[src/rtl/bram_port_arbiter.sv]
// Two-requester arbiter for BRAM port B.
// Requester 0 (CPU data) and requester 1 (DMA/debug) share one port.
// Ties go round-robin. A locked requester can keep ownership for a burst,
// but it is preempted after MAX_HOLD grants if the other side is waiting.
module bram_port_arbiter #(
    parameter int ADDR_W   = 16,
    parameter int DATA_W   = 8,
    parameter int MAX_HOLD = 8
) (
    input  logic              i_clk,
    input  logic              i_rst,
    input  logic              i_req0,
    input  logic              i_req1,
    input  logic              i_we0,
    input  logic              i_we1,
    input  logic [ADDR_W-1:0] i_addr0,
    input  logic [ADDR_W-1:0] i_addr1,
    input  logic [DATA_W-1:0] i_wdata0,
    input  logic [DATA_W-1:0] i_wdata1,
    input  logic              i_lock0,
    input  logic              i_lock1,
    output logic              o_gnt0,
    output logic              o_gnt1,
    output logic              o_rvalid0,
    output logic              o_rvalid1,
    output logic [DATA_W-1:0] o_rdata0,
    output logic [DATA_W-1:0] o_rdata1,
    output logic              o_bram_we,
    output logic [ADDR_W-1:0] o_bram_addr,
    output logic [DATA_W-1:0] o_bram_di,
    input  logic [DATA_W-1:0] i_bram_do,
    output logic [1:0]        o_owner
);

    localparam int HOLD_W = $clog2(MAX_HOLD + 1);
    localparam logic [HOLD_W-1:0] HOLD_MAX = HOLD_W'(MAX_HOLD);

    typedef enum logic [1:0] {
        IDLE = 2'd0,
        OWN0 = 2'd1,
        OWN1 = 2'd2
    } state_t;

    state_t            state;
    logic              last;      // index of the requester served most recently
    logic [HOLD_W-1:0] hold;
    logic              rd_pend0;
    logic              rd_pend1;

    // Read data comes straight from the BRAM; o_rvalidN marks whose it is.
    assign o_rdata0 = i_bram_do;
    assign o_rdata1 = i_bram_do;

    // Grant decision: round-robin in IDLE, owner only while locked.
    always_comb begin
        o_gnt0 = 1'b0;
        o_gnt1 = 1'b0;
        if (i_rst) begin
            case (state)
                IDLE: begin
                    if (i_req0 && i_req1) begin
                        o_gnt0 = last;
                        o_gnt1 = ~last;
                    end else begin
                        o_gnt0 = i_req0;
                        o_gnt1 = i_req1;
                    end
                end
                OWN0:    o_gnt0 = i_req0 && i_lock0 && !(hold == HOLD_MAX && i_req1);
                OWN1:    o_gnt1 = i_req1 && i_lock1 && !(hold == HOLD_MAX && i_req0);
                default: ;
            endcase
        end
    end

    // Ownership state, last-served pointer, hold counter and owner flag.
    always_ff @(posedge i_clk or negedge i_rst) begin
        if (!i_rst) begin
            state   <= IDLE;
            last    <= 1'b1;
            hold    <= '0;
            o_owner <= 2'b00;
        end else begin
            if (o_gnt0) begin
                last <= 1'b0;
            end else if (o_gnt1) begin
                last <= 1'b1;
            end
            case (state)
                IDLE: begin
                    if (o_gnt0 && i_lock0) begin
                        state   <= OWN0;
                        hold    <= HOLD_W'(1);
                        o_owner <= 2'b01;
                    end else if (o_gnt1 && i_lock1) begin
                        state   <= OWN1;
                        hold    <= HOLD_W'(1);
                        o_owner <= 2'b10;
                    end else begin
                        hold <= '0;
                    end
                end
                OWN0: begin
                    if (o_gnt0) begin
                        if (hold != HOLD_MAX) hold <= hold + HOLD_W'(1);
                    end else begin
                        // Preemption leaves the pointer at 0 so requester 1 wins the next tie.
                        state   <= IDLE;
                        hold    <= '0;
                        o_owner <= 2'b00;
                        last    <= 1'b0;
                    end
                end
                OWN1: begin
                    if (o_gnt1) begin
                        if (hold != HOLD_MAX) hold <= hold + HOLD_W'(1);
                    end else begin
                        state   <= IDLE;
                        hold    <= '0;
                        o_owner <= 2'b00;
                        last    <= 1'b1;
                    end
                end
                default: begin
                    state   <= IDLE;
                    hold    <= '0;
                    o_owner <= 2'b00;
                end
            endcase
        end
    end

    // BRAM command register and two-stage read-valid pipeline.
    always_ff @(posedge i_clk or negedge i_rst) begin
        if (!i_rst) begin
            o_bram_we   <= 1'b0;
            o_bram_addr <= '0;
            o_bram_di   <= '0;
            rd_pend0    <= 1'b0;
            rd_pend1    <= 1'b0;
            o_rvalid0   <= 1'b0;
            o_rvalid1   <= 1'b0;
        end else begin
            rd_pend0  <= o_gnt0 & ~i_we0;
            rd_pend1  <= o_gnt1 & ~i_we1;
            o_rvalid0 <= rd_pend0;
            o_rvalid1 <= rd_pend1;
            if (o_gnt0) begin
                o_bram_we   <= i_we0;
                o_bram_addr <= i_addr0;
                o_bram_di   <= i_wdata0;
            end else if (o_gnt1) begin
                o_bram_we   <= i_we1;
                o_bram_addr <= i_addr1;
                o_bram_di   <= i_wdata1;
            end else begin
                o_bram_we <= 1'b0;
            end
        end
    end

endmodule

[config.mk]
export PLATFORM = sky130hd
export DESIGN_NAME = bram_port_arbiter
export DESIGN_NICKNAME = d
export VERILOG_FILES = /design/src/rtl/bram_port_arbiter.sv
export SDC_FILE = /design/constraint.sdc
export NUM_CORES = 1
export LEC_CHECK = 0
export CELL_PAD_IN_SITES_DETAIL_PLACEMENT = 0
export CELL_PAD_IN_SITES_GLOBAL_PLACEMENT = 1
export CORE_MARGIN = 2
export CORE_UTILIZATION = 25
export CTS_CLUSTER_DIAMETER = 150
export DETAILED_ROUTE_END_ITERATION = 10
export GPL_ROUTABILITY_DRIVEN = 0
export HOLD_SLACK_MARGIN = 0.03
export MAX_ROUTING_LAYER = met4
export PLACE_DENSITY = 0.78
export REMOVE_ABC_BUFFERS = 1
export SLEW_MARGIN = 20
export SYNTH_ARGS = -nofsm -noshare
export SYNTH_HDL_FRONTEND = slang
export SYNTH_SLANG_ARGS = --single-unit
[constraint.sdc]
create_clock -name i_clk -period 3.75 [get_ports i_clk]
set_input_delay 0.375 -clock i_clk [delete_from_list [all_inputs] [get_ports i_clk]]
set_output_delay 0.375 -clock i_clk [all_outputs]
set_load 0.02 [all_outputs]
### Word level (Yosys, flattened, before mapping)

Index checks and enable logic that the tools add are counted.

| word-level totals | value |
|---|---|
| register bits after elaboration | 36 |
| input port bits | 64 |
| logic and storage cells | 65 |

| cells by class | value |
|---|---|
| $add $sub $neg | 1 |
| eq/ne operators | 7 |
| mux-type cells | 28 |
| bitwise gates (word level) | 5 |
| reductions and logical operators | 14 |

Operators by type and width:

| kind | count |
|---|---|
| $mux 16 | 2 |
| $mux 8 | 2 |
| $mux 1 | 12 |
| $mux 4 | 3 |
| $pmux 4 s3 | 1 |
| $logic_and 1x1->1 | 9 |
| $mux 2 | 4 |
| $pmux 1 s2 | 3 |
| $pmux 2 s3 | 1 |
| $add 4x1->4 const B | 1 |
| $eq 4x4->1 const B | 1 |
| $ne 2x2->1 const B | 2 |
| $ne 4x4->1 const B | 1 |
| $ne 3x3->1 const B | 1 |
| $not 1->1 | 3 |
| $reduce_and 3->1 | 1 |
| $and 1x1->1 | 2 |
| $eq 2x1->1 const B | 1 |
| $eq 2x2->1 const B | 1 |
| $logic_not 1->1 | 2 |
| $logic_not 2->1 | 1 |
| $reduce_bool 2->1 | 1 |

### Logic depth before layout (Yosys ltp)

| depth | value |
|---|---|
| depth after elaboration | 10 |
| depth in mapped cells | 8 |

### Worst setup path after synthesis

OpenSTA, ideal clock, no wires.

| timing | value |
|---|---|
| kind | flip-flop to output port |
| start point | register state[0] |
| end point | output port o_gnt1 |
| arrival time | 1.615 ns |
| required time | 3.375 ns |
| slack | 1.760 ns |
| stages on the path, launching flop included | 7 |
| path buffers | 1 |
| cell sequence | dfrtp_1 > inv_1 > ha_1 > and2_1 > a32oi_4 > inv_2 > buf_2 |

| between the ends | value |
|---|---|
| word-level cells in the longest chain between the ends | 3 |
| elaborated cells between the ends (all ways) | 4 |

Ends and longest elaborated chain:

| what | RTL line | RTL |
|---|---|---|
| start, declared | 44 | `state_t state;` |
| start signal, assigned | 79 | `state <= IDLE;` |
| start signal, assigned | 92 | `state <= OWN0;` |
| start signal, assigned | 96 | `state <= OWN1;` |
| $eq 2x2->1 or $logic_not 2->1 (tied branches) | 59 | `case (state)` |
| $pmux 1 s2 (*) | 59 |  |
| $mux 1 (*) | 58 | `if (i_rst) begin` |
| end, declared | 23 | `output logic o_gnt1,` |

Mark *: on every way between the ends. The rest lies on a longest branch, timed or not.

### Worst setup path after layout

| timing | value |
|---|---|
| start point | input port i_rst |
| end point | output port o_gnt1 |

| between the ends | value |
|---|---|
| word-level cells in the longest chain between the ends | 1 |

Ends and longest elaborated chain:

| what | RTL line | RTL |
|---|---|---|
| start, declared | 11 | `input logic i_rst,` |
| $mux 1 | 58 |  |

No other way between the ends.

==> impl_summary.log <==
INFO  metric run_status = finished, final reports clean
INFO  metric drt_pass1_iterations = 4
INFO  metric initial_utilization = 26.1%
INFO  metric cts_h_tree_lvls = 2
INFO  metric chipHeight = 91.5 um
INFO  metric placed_cells = 377
INFO  metric yosys-top-cells-area = sky130_fd_sc_hd__dfrtp_1 (46%), sky130_fd_sc_hd__nand2_1 (11%), sky130_fd_sc_hd__a31oi_1 (7.9%), sky130_fd_sc_hd__buf_4 (6.3%), sky130_fd_sc_hd__nor2_1 (5.3%)
INFO  metric synth.top_cell.area_share = 45.8%
INFO  metric fillerInstances = 734
INFO  metric synth_edf_count = 0
INFO  metric final_layout_size_suffix_gt1_share = 6.64%
INFO  metric io_buffers = 86
INFO  metric hpwl_after_detailed_placement = 3.77 mm
INFO  metric instances_no_fill = 385
INFO  metric tritoncts = done
INFO  metric route.detailed.vias_per_inst = 4.56
INFO  metric globalRouteMet1Util = 15.4%
INFO  metric asyncSetResetFlopFracSynth = 100%
INFO  metric multi_input_comb_area = 821 um^2
INFO  metric worst_slew_pin_slew = 505 ps
INFO  metric dpl-instance-area = 0.00276 mm^2
INFO  metric crit_path_start_kind = primary input
INFO  metric path_clk_slew = 70 ps
INFO  metric slew-limit-headroom = 66.3%
INFO  metric worst_ep_required_time = 3380 ps
INFO  metric clkLatencyLatePin = 280 ps
INFO  metric fin_skew = 10.1 ps
INFO  metric power.sequential.fraction = 32.1%
INFO  metric setup_viol = 0
INFO  metric critical_path.cell_chain = dlygate4sd3_1, buf_2, and2_1, a32oi_4, inv_2, clkdlybuf4s50_1
INFO  metric sw_frac_of_total = 39.8%
INFO  metric crit_path_buf_inv_count = 4
INFO  metric max_clock_freq = 346 MHz
INFO  metric post_synth_inst_count = 215
INFO  metric number_of_buffers_added_by_the_clock_tree_synthesis_step = 5
INFO  metric synthFlopType = sky130_fd_sc_hd__dfrtp_1
INFO  metric sequential_fraction_of_the_synthesis_area = 47.2%
INFO  metric worstSetupPathType = in2out
INFO  metric i_o_pin_count = 111
INFO  metric post_cts.resized_instances = 0
INFO  metric fp.dieW = 91.5 um
INFO  metric ff2ff_path_depth = 7
INFO  metric antenna_violating_nets_post_route = 0
INFO  metric post-route-worst-setup-slack = 861 ps
INFO  metric grt_util_met3 = 5.31%
INFO  metric wirelength = 5.24 mm
INFO  metric sequential_standard_cell_area = 902 um^2
INFO  metric synth-seq-cells = 36
INFO  metric ctsRootBufferMaster = sky130_fd_sc_hd__clkbuf_8
INFO  metric power_density = 718 mW/mm^2
INFO  metric timing.hold.worst.class = reg2reg
INFO  metric worst_hold_path.num_cells = 0
INFO  metric synth.lib_cells_used.distinct = 35
INFO  metric power.net_switching = 818 uW
INFO  metric ctsLongestPathBuffers = 2
INFO  metric finalHoldWorstSlack = 351 ps
INFO  metric fin_setup_tns = 0 ps
INFO  metric synth.cells.most_frequent = sky130_fd_sc_hd__nand2_1 (54), sky130_fd_sc_hd__dfrtp_1 (35), sky130_fd_sc_hd__nor2_1 (27)
INFO  metric unrepaired_setup_endpoints_after_global_routing = false
INFO  metric hold_path_startpoint = rd_pend1
INFO  metric r2r_setup_slack = 1590 ps
INFO  metric grt_start_max_net_pins = 53
INFO  metric grt_first_pass_wirelength = 8.44 mm
INFO  metric post_synth_instance_area = 0.00191 mm^2
INFO  metric final_design_area_no_fill = 0.00287 mm^2
INFO  metric floorplan.rows = 31
INFO  metric power.share.clock = 14.4%
INFO  metric grtUsageMet2 = 20.0%
INFO  metric r2r-end = state[1]
INFO  metric grt_pass1_vias = 1760
INFO  metric ys_warns = 0
INFO  metric yosysMostFrequentCell = sky130_fd_sc_hd__nand2_1
INFO  metric detail_route.iter0.violations = 66
INFO  metric diodes = 0
INFO  metric timing.final.hold_violations = 0
INFO  metric internal-power = 1.24 mW
INFO  metric final.period_utilization = 77.0%
INFO  metric antenna_found_initial = 0
INFO  metric static-leakage-power = 1.20 nW
INFO  metric gr-max-usage-layer = met2
INFO  metric placeable_core_region = 0.00733 mm^2
INFO  metric worst_setup_path_end_kind = output port
INFO  metric combPwrFrac = 53.4%
INFO  metric cp_top_family = buffers and inverters
INFO  metric worst-path-max-fanout = 20
INFO  metric fin_crit = 2890 ps
INFO  metric area_of_the_die = 0.00836 mm^2
INFO  metric max_cap_viol_count = 0
INFO  metric final_net_count = 356
INFO  metric areaGrowthSynthToFinish = 49.9%
INFO  metric max_stage_delay = 640 ps
INFO  metric worst_ir_drop_vdd = 300 uV
INFO  metric fin_util = 39.1%
INFO  metric synth_area_leader_cell = sky130_fd_sc_hd__dfrtp_1
INFO  metric placement.setup.worst_slack = 1310 ps
INFO  metric cts_setup_buffers = 0
INFO  metric remaining_drc_errors = 0
INFO  metric grtUsageTotal = 13.0%
INFO  metric grt_overflow_total = 0
INFO  metric design_power_total = 2.06 mW
INFO  metric drv_slew = 0
INFO  metric via_count = 1755
INFO  metric hold-path-endpoint = o_rvalid1
INFO  metric clock-sinks = 36
INFO  metric cts_hold_repair.buffers = 1
INFO  metric timing.rr.start = state[0]
INFO  metric synth.avg_cell_area = 8.89 um^2
INFO  metric worstPathArrival = 2510 ps
INFO  metric average_wire_per_cell_in_the_routed_design = 13.6 um
INFO  metric crit_path_top_delay_cell = sky130_fd_sc_hd__clkdlybuf4s50_1
## kinds of logic after synthesis
| group | after synthesis | share of synthesized area (%) |
|---|---|---|
| AOI/OAI and AO/OA | 38 | 15.2 |
| xor gates and xnor gates | 2 | 0.916 |
| buffers and inverters | 34 | 10.5 |
| and+or+nand+nor | 99 | 22.3 |
| adders and majority gates | 6 | 3.93 |
| DFF | 36 | 47.2 |
## sequential cells by signal (all words and copies together), names as in the netlist
name / count
o_bram_addr: 16
o_bram_di: 8
hold: 4
state: 2
last: 1
o_bram_we: 1
o_rvalid0: 1
o_rvalid1: 1
rd_pend0: 1
rd_pend1: 1
## cell type report
cell class	count	share of cell area, %
clock buffers	7	3.36
flip-flops and latches	36	31.5
inverters	7	0.917
multi-input cells	145	28.6
well taps	99	4.32
repair buffers	91	31.3
## worst max path at each step
stage | start | end | slack (ps) | cells after the start
after floorplan | state[0] | hold[0] | 680 | 7
after global placement | i_req1 | o_gnt1 | 1320 | 5
after detailed placement | i_req1 | o_gnt1 | 1310 | 5
after CTS | i_rst | o_gnt1 | 790 | 6
after global routing | i_rst | o_gnt1 | 690 | 6
final | i_rst | o_gnt1 | 860 | 6
## metal layers
metal | routed length [um] | share of wire, % | vias up
met2 | 2450 | 47 | 86
li1 | - | - | 848
met1 | 2260 | 43 | 815
met3 | 441 | 8.4 | 6
met5 | 0 | 0 | -
met4 | 80 | 1.5 | 0
## cells in the final DEF (no fill, tap or decap), drive strengths merged
cell           Yosys  final
o32ai              1      1
and4               2      2
dfstp              1      1
a22oi              1      1
clkbuf             1      7
a21oi              2      2
a41oi              1      1
clkdlybuf4s50      0     85
inv                7      7
nor2b              1      1
nor3b              1      1
dlygate4sd3        0      1
nand3              2      2
xnor2              1      1
dfrtp             35     35
nand4              1      1
a21o               1      1
nand3b             1      1
nor2              27     27
xor2               1      1
o21ai              2      2
buf               26      5
nand2b             3      3
and2               4      4
nand2             54     54
a31oi             24     24
o211ai             1      1
ha                 6      6
nor3               1      1
a211oi             1      1
a32oi              4      4
nand4b             2      2
## power by group through the flow
stage	registers, mW	clock network [mW]	logic (mW)
2_1_floorplan	0.840	0	0.410
3_3_place_gp	0.660	0	1.11
3_5_place_dp	0.666	0	1.12
4_1_cts	0.664	0.311	1.12
5_1_grt	0.686	0.324	1.20
6_report	0.661	0.297	1.10
Power figures use the tool's default switching activity.
